## src/rtl/rdout_pkg.sv

```systemverilog
// Shared constants and types for the readout frame sequencer.
package rdout_pkg;

    localparam int unsigned N_WORDS_DEF  = 52;
    localparam int unsigned RD_LAT_DEF   = 3;
    localparam int unsigned DONE_TMO_DEF = 15;
    localparam logic [9:0]  HDR_WORD_DEF = 10'h234;
    localparam logic [9:0]  TRL_WORD_DEF = 10'h2BF;

    // Bank index: 0 = A, 1 = B
    typedef logic bank_t;

    // Sequencer FSM state encoding
    localparam logic [3:0] StIdle  = 4'd0;
    localparam logic [3:0] StHdr   = 4'd1;
    localparam logic [3:0] StInc   = 4'd2;
    localparam logic [3:0] StLat   = 4'd3;
    localparam logic [3:0] StSend  = 4'd4;
    localparam logic [3:0] StWdone = 4'd5;
    localparam logic [3:0] StTrl   = 4'd6;
    localparam logic [3:0] StClr   = 4'd7;
    localparam logic [3:0] StAck   = 4'd8;

    function automatic logic [1:0] bank_onehot(bank_t b);
        return b ? 2'b10 : 2'b01;
    endfunction

endpackage

```

## src/rtl/rr_arb2.sv

```systemverilog
// Two-way round-robin arbiter; the pointer names the bank preferred on a tie.
module rr_arb2
    import rdout_pkg::*;
(
    input  logic       clk50,
    input  logic       rst_n,
    input  logic [1:0] req,
    input  logic       advance,
    input  bank_t      served_idx,
    output bank_t      grant_idx,
    output logic       grant_vld
);

    bank_t ptr_q;

    // Preferred bank wins if requesting, otherwise the other one
    always_comb begin
        grant_vld = |req;
        grant_idx = req[ptr_q] ? ptr_q : ~ptr_q;
    end

    // After a frame completes, prefer the bank that was not just served
    always_ff @(posedge clk50 or negedge rst_n) begin
        if (!rst_n) begin
            ptr_q <= 1'b0;
        end else if (advance) begin
            ptr_q <= ~served_idx;
        end
    end

endmodule

```

## src/rtl/rdout_sequencer.sv

```systemverilog
// Frame-level readout sequencer: arbitrates banks, paces increments, frames words to serializer.
module rdout_sequencer
    import rdout_pkg::*;
#(
    parameter int unsigned N_WORDS  = N_WORDS_DEF,
    parameter int unsigned RD_LAT   = RD_LAT_DEF,
    parameter int unsigned DONE_TMO = DONE_TMO_DEF,
    parameter logic [9:0]  HDR_WORD = HDR_WORD_DEF,
    parameter logic [9:0]  TRL_WORD = TRL_WORD_DEF
) (
    input  logic       clk50,
    input  logic       rst_n,
    input  logic       enable,
    input  logic [1:0] frame_req,
    output logic [1:0] frame_ack,
    output logic       bank_sel,
    output logic       increment,
    output logic       clr_rdout,
    input  logic [9:0] rd_word,
    input  logic       rd_done,
    output logic [9:0] tx_data,
    output logic       tx_valid,
    input  logic       tx_ready,
    output logic       busy,
    output logic       err_trl
);

    localparam int unsigned TMR_MAX = (DONE_TMO > RD_LAT) ? DONE_TMO : RD_LAT;
    localparam int unsigned TMR_W   = $clog2(TMR_MAX) + 1;

    logic [3:0]       state_q, state_d;
    bank_t            bank_q, bank_d;
    logic [6:0]       cnt_q, cnt_d;
    logic [TMR_W-1:0] tmr_q, tmr_d;
    logic [9:0]       txd_q, txd_d;
    logic             err_q, err_d;
    logic             advance;
    bank_t            grant_idx;
    logic             grant_vld;

    rr_arb2 u_arb (
        .clk50      (clk50),
        .rst_n      (rst_n),
        .req        (frame_req),
        .advance    (advance),
        .served_idx (bank_q),
        .grant_idx  (grant_idx),
        .grant_vld  (grant_vld)
    );

    // Next-state: frame sequencing, word counting, latency/timeout timer, tx holding register
    always_comb begin
        state_d = state_q;
        bank_d  = bank_q;
        cnt_d   = cnt_q;
        tmr_d   = tmr_q;
        txd_d   = txd_q;
        err_d   = err_q;
        advance = 1'b0;
        case (state_q)
            StIdle: begin
                if (enable && grant_vld) begin
                    state_d = StHdr;
                    bank_d  = grant_idx;
                    cnt_d   = 7'd0;
                    err_d   = 1'b0;
                    txd_d   = HDR_WORD;
                end
            end
            StHdr: if (tx_ready) state_d = StInc;
            StInc: begin
                state_d = StLat;
                tmr_d   = TMR_W'(RD_LAT - 1);
            end
            StLat: begin
                if (tmr_q == '0) begin
                    state_d = StSend;
                    txd_d   = rd_word;
                end else begin
                    tmr_d = tmr_q - 1'b1;
                end
            end
            StSend: begin
                if (tx_ready) begin
                    cnt_d = cnt_q + 7'd1;
                    if (cnt_q + 7'd1 == 7'(N_WORDS)) begin
                        state_d = StWdone;
                        tmr_d   = TMR_W'(DONE_TMO - 1);
                    end else begin
                        state_d = StInc;
                    end
                end
            end
            StWdone: begin
                if (rd_done) begin
                    state_d = StTrl;
                    txd_d   = rd_word;
                    if (rd_word != TRL_WORD) err_d = 1'b1;
                end else if (tmr_q == '0) begin
                    // No trailer is sent on timeout
                    state_d = StClr;
                    err_d   = 1'b1;
                end else begin
                    tmr_d = tmr_q - 1'b1;
                end
            end
            StTrl: if (tx_ready) state_d = StClr;
            StClr: state_d = StAck;
            StAck: begin
                state_d = StIdle;
                advance = 1'b1;
            end
            default: state_d = StIdle;
        endcase
    end

    // State registers
    always_ff @(posedge clk50 or negedge rst_n) begin
        if (!rst_n) begin
            state_q <= StIdle;
            bank_q  <= 1'b0;
            cnt_q   <= 7'd0;
            tmr_q   <= '0;
            txd_q   <= 10'd0;
            err_q   <= 1'b0;
        end else begin
            state_q <= state_d;
            bank_q  <= bank_d;
            cnt_q   <= cnt_d;
            tmr_q   <= tmr_d;
            txd_q   <= txd_d;
            err_q   <= err_d;
        end
    end

    // Outputs decoded from state and holding registers
    always_comb begin
        tx_valid  = (state_q == StHdr) || (state_q == StSend) || (state_q == StTrl);
        tx_data   = txd_q;
        increment = (state_q == StInc);
        clr_rdout = (state_q == StClr);
        frame_ack = (state_q == StAck) ? bank_onehot(bank_q) : 2'b00;
        busy      = (state_q != StIdle);
        bank_sel  = bank_q;
        err_trl   = err_q;
    end

endmodule

```

## config.mk

```make
export PLATFORM = sky130hd
export DESIGN_NAME = rdout_sequencer
export DESIGN_NICKNAME = d
export VERILOG_FILES = /design/src/rtl/rdout_pkg.sv /design/src/rtl/rr_arb2.sv /design/src/rtl/rdout_sequencer.sv
export SDC_FILE = /design/constraint.sdc
export NUM_CORES = 1
export LEC_CHECK = 0
export ABC_AREA = 1
export BUFFER_PORTS_ARGS = -buffer_cell sky130_fd_sc_hd__buf_4
export CAP_MARGIN = 40
export CORE_ASPECT_RATIO = 2
export CORE_MARGIN = 2
export CORE_UTILIZATION = 45
export DETAILED_ROUTE_END_ITERATION = 8
export GPL_TIMING_DRIVEN = 0
export HOLD_SLACK_MARGIN = 0.1
export PLACE_DENSITY_LB_ADDON = 0.2
export SYNTH_ARGS = -nofsm -noshare
export SYNTH_HDL_FRONTEND = slang
export SYNTH_SLANG_ARGS = --single-unit
```

## constraint.sdc

```tcl
create_clock -name clk50 -period 3.4 [get_ports clk50]
set_input_delay 0.34 -clock clk50 [delete_from_list [all_inputs] [get_ports clk50]]
set_output_delay 0.34 -clock clk50 [all_outputs]
set_load 0.02 [all_outputs]
```

==> results_dict.tcl <==
set metrics [dict create \
    rr_worst_depth 10 \
    die-area_um2 4440 \
    vias 1661 \
    htree_num_levels 2 \
    run_status "finished, final reports clean" \
    max_freq_mhz 552 \
    pin_count 35 \
    slowest_delay_ns 0.35 \
    peakVddDrop_mv 0.520 \
    ys_ff_latch 29 \
    required_ns 3.06 \
    path_buf_inv 4 \
    worst_pin_slew_ns 0.382 \
    leakagePower_nw 1.16 \
    syn_area_um2 1750 \
    rrSetupSlack_ns 1.67 \
    maxCapViolations 0 \
    hp-start "rd_word[8]" \
    placement_rows 32 \
    wl_per_cell_um 12.8 \
    grt_setup_unrepaired "false" \
    reg2reg_to "tmr_q[4]" \
    timing.final.crit_share_pct 53.3 \
    cp.arrival_ns 1.47 \
    ys_async_sr_fraction_pct 100 \
    reg2reg_from "cnt_q[0]" \
    final.setup.tns_ns 0 \
    wirelength_um 4230 \
    grt_max_degree 30 \
    synthDistinctLibCells 28 \
    power_mw 2.14 \
    dieHeight_um 92.2 \
    hold_violations 0 \
    clkLatencyLatePin_ns 0.29 \
    startpoint_type "register" \
    synth_cells 236 \
    clock_path_buffers 2 \
    clock_sinks 29 \
    die_w_um 48.1 \
    coreArea_um2 3800 \
    grt_pass1_wl_um 7050 \
    path_clk_slew_ns 0.07 \
    setup_viol 0 \
    cts_root_buf "clkbuf_8" \
    syn_avg_cell_area_um2 7.42 \
    ant_nets 0 \
    holdPathStages 3 \
    critical_path.most_common_cell "nor2_4" \
    yosysWarningCount 0 \
    hold_path_class "input port to register" \
    cts_resized 0 \
    ys_top_cells_by_area "dfrtp_1 (41%), nand2_1 (14%), nand3_1 (7.7%), nor2_1 (6.4%), inv_1 (5.1%)" \
    seq_area_frac_synth_pct 41.4 \
    antenna_found_initial 0 \
    worstSetupPathType "register to output port" \
    first_pass_iters 4 \
    synth_nets 256 \
    synth_top_area_share_pct 41.4 \
    synth_top_cell_by_area "dfrtp_1" \
    synth-edff-count 0 \
    areaGrowthSynthToFinish_pct 26.4 \
    worstPathCellList "buf_2, nor2_4, inv_2, nor2_4, inv_1, buf_4" \
    port_buffers 34 \
    cts_tree "built" \
    drv_slew 0 \
    drive_gt1_share_pct 23.3 \
    initial_utilization_pct 46.1 \
    cp_max_fo 10 \
    slowest_stage "dfrtp_1" \
    powerDensity_nw_per_um2 965 \
    drc 0 \
    numCtsBuffers 5 \
    endpoint_kind "output port" \
    fin_crit_ns 1.81 \
    timing.hold.ws_ns 0.286 \
    post_cts_buffers 0 \
    diodes 0 \
    synth-main-ff-cell "dfrtp_1" \
    grt_overflow_total 0 \
    grt.total_usage_pct 22.1 \
    gp_congestion 0.838 \
    drt_iter0_markers 27 \
    hpwlAfterDp_um 3250 \
    maxSlewHeadroom_pct 74.6 \
    min_to "tx_data[8]" \
    first_global_vias 1711 \
    timing.final.ws_setup_ns 1.59 \
    cpLargestDelayFamily "buffers and inverters" \
    vias_per_cell 5.03 \
    fin_nets 298 \
    skew_ns 0.00492 \
    dp_slack_ns 1.66 \
]
[placed cells by master (no fill, tap or decap), types with 2 or more instances in the layout]
cell       count
nand4_1        2
nor2_1        30
nand2_1       65
nand2_2        5
o21ai_0       15
nor3_1         4
ha_1           3
dfrtp_1       29
clkbuf_8       5
o22ai_1        2
inv_2          3
buf_2          2
nor2_4         4
nand3_1       27
bufinv_16      2
a22o_1         2
xnor2_1        2
nor2_2         2
buf_4         35
a21oi_1        5
inv_1         24
[sequential cells by signal, indices dropped and copies added (netlist names)]
register,count
tx_data,10
cnt_q,7
tmr_q,5
state_q,4
bank_sel,1
err_trl,1
u_arb.ptr_q,1
[stage by stage]
step                cell area (µm²)  cells  utilization [%]
global placement               2070    321             54.4
CTS                            2210    330             58.2
floorplan                      1750    236                -
global route                   2210    330             58.2
finish                         2210    330             58.2
detailed placement             2070    321             54.4
[where the power goes]
part | leakage (nW) | total [mW] | internal [mW] | switching, mW
combinational | 0.719 | 1.16 | 0.422 | 0.736
sequential | 0.372 | 0.550 | 0.468 | 0.0818
clock | 0.0681 | 0.429 | 0.291 | 0.138
total | 1.16 | 2.14 | 1.18 | 0.955
[worst max-delay path by stage]
stage / start / endpoint / slack [ns] / depth (start not counted)
CTS: state_q[0] / busy / 1.58 / 6
finish: state_q[0] / busy / 1.59 / 6
global route: cnt_q[0] / tmr_q[4] / 1.36 / 10
floorplan: cnt_q[0] / tmr_q[2] / 1.92 / 10
global placement: cnt_q[0] / tmr_q[1] / 1.66 / 10
detailed placement: cnt_q[0] / tmr_q[4] / 1.66 / 10
[cell families (layout without fill, tap and decap cells)]
kind of cell	count (synthesis)	after routing	synth area share (%)
and+or+nand+nor	142	142	37.5
adders and majority gates	3	3	2.14
buffers and inverters	31	74	7.43
xor gates and xnor gates	2	2	1.00
AOI/OAI and AO/OA	29	29	10.5
DFF	29	29	41.4
[area by class of cell]
class	count	area [µm²]
buffer	4	28.8
clock buffer	5	68.8
clock inverter	3	65.1
fill	357	1590
inverter	27	101
multi-input combinational	176	896
sequential	29	726
tap	51	63.8
timing repair buffer	35	265
[routing by layer]
| metal | wire, µm | share of wire [%] | vias up | track usage (%) |
|---|---|---|---|---|
| met4 | 125 | 3.0 | 0 | 11.0 |
| met2 | 2410 | 57 | 32 | 38.9 |
| li1 | - | - | 842 | - |
| met3 | 113 | 2.7 | 10 | 4.33 |
| met5 | 0 | 0 | - | 0 |
| met1 | 1580 | 37 | 777 | 22.4 |
[synthesized netlist by cell type, types with 3 or more instances]
cell type	number
nand3_1	27
dfrtp_1	29
nor2_4	4
a21oi_1	5
o21ai_0	15
nor2_1	30
inv_1	24
nand2_1	65
nor3_1	4
nand2_2	5
ha_1	3
inv_2	3
[worst register-to-register path: stages, from the launching register on]
cell and delay (ns):
dfrtp_1 0.38, ha_1 0.22, nand2_1 0.12, nor2_1 0.14, nand2_1 0.07, nand2_1 0.07
nand3_1 0.12, o21bai_4 0.24, nand2_2 0.13, nand2_1 0.08, nand2_1 0.05
[timing repair]
action / CTS / global route
endpoints found under the setup margin: 0 / 0
endpoints found under the hold margin: 29 / 0
hold buffers: 1 / 0
Note: power is estimated with default switching activity, not from simulation.
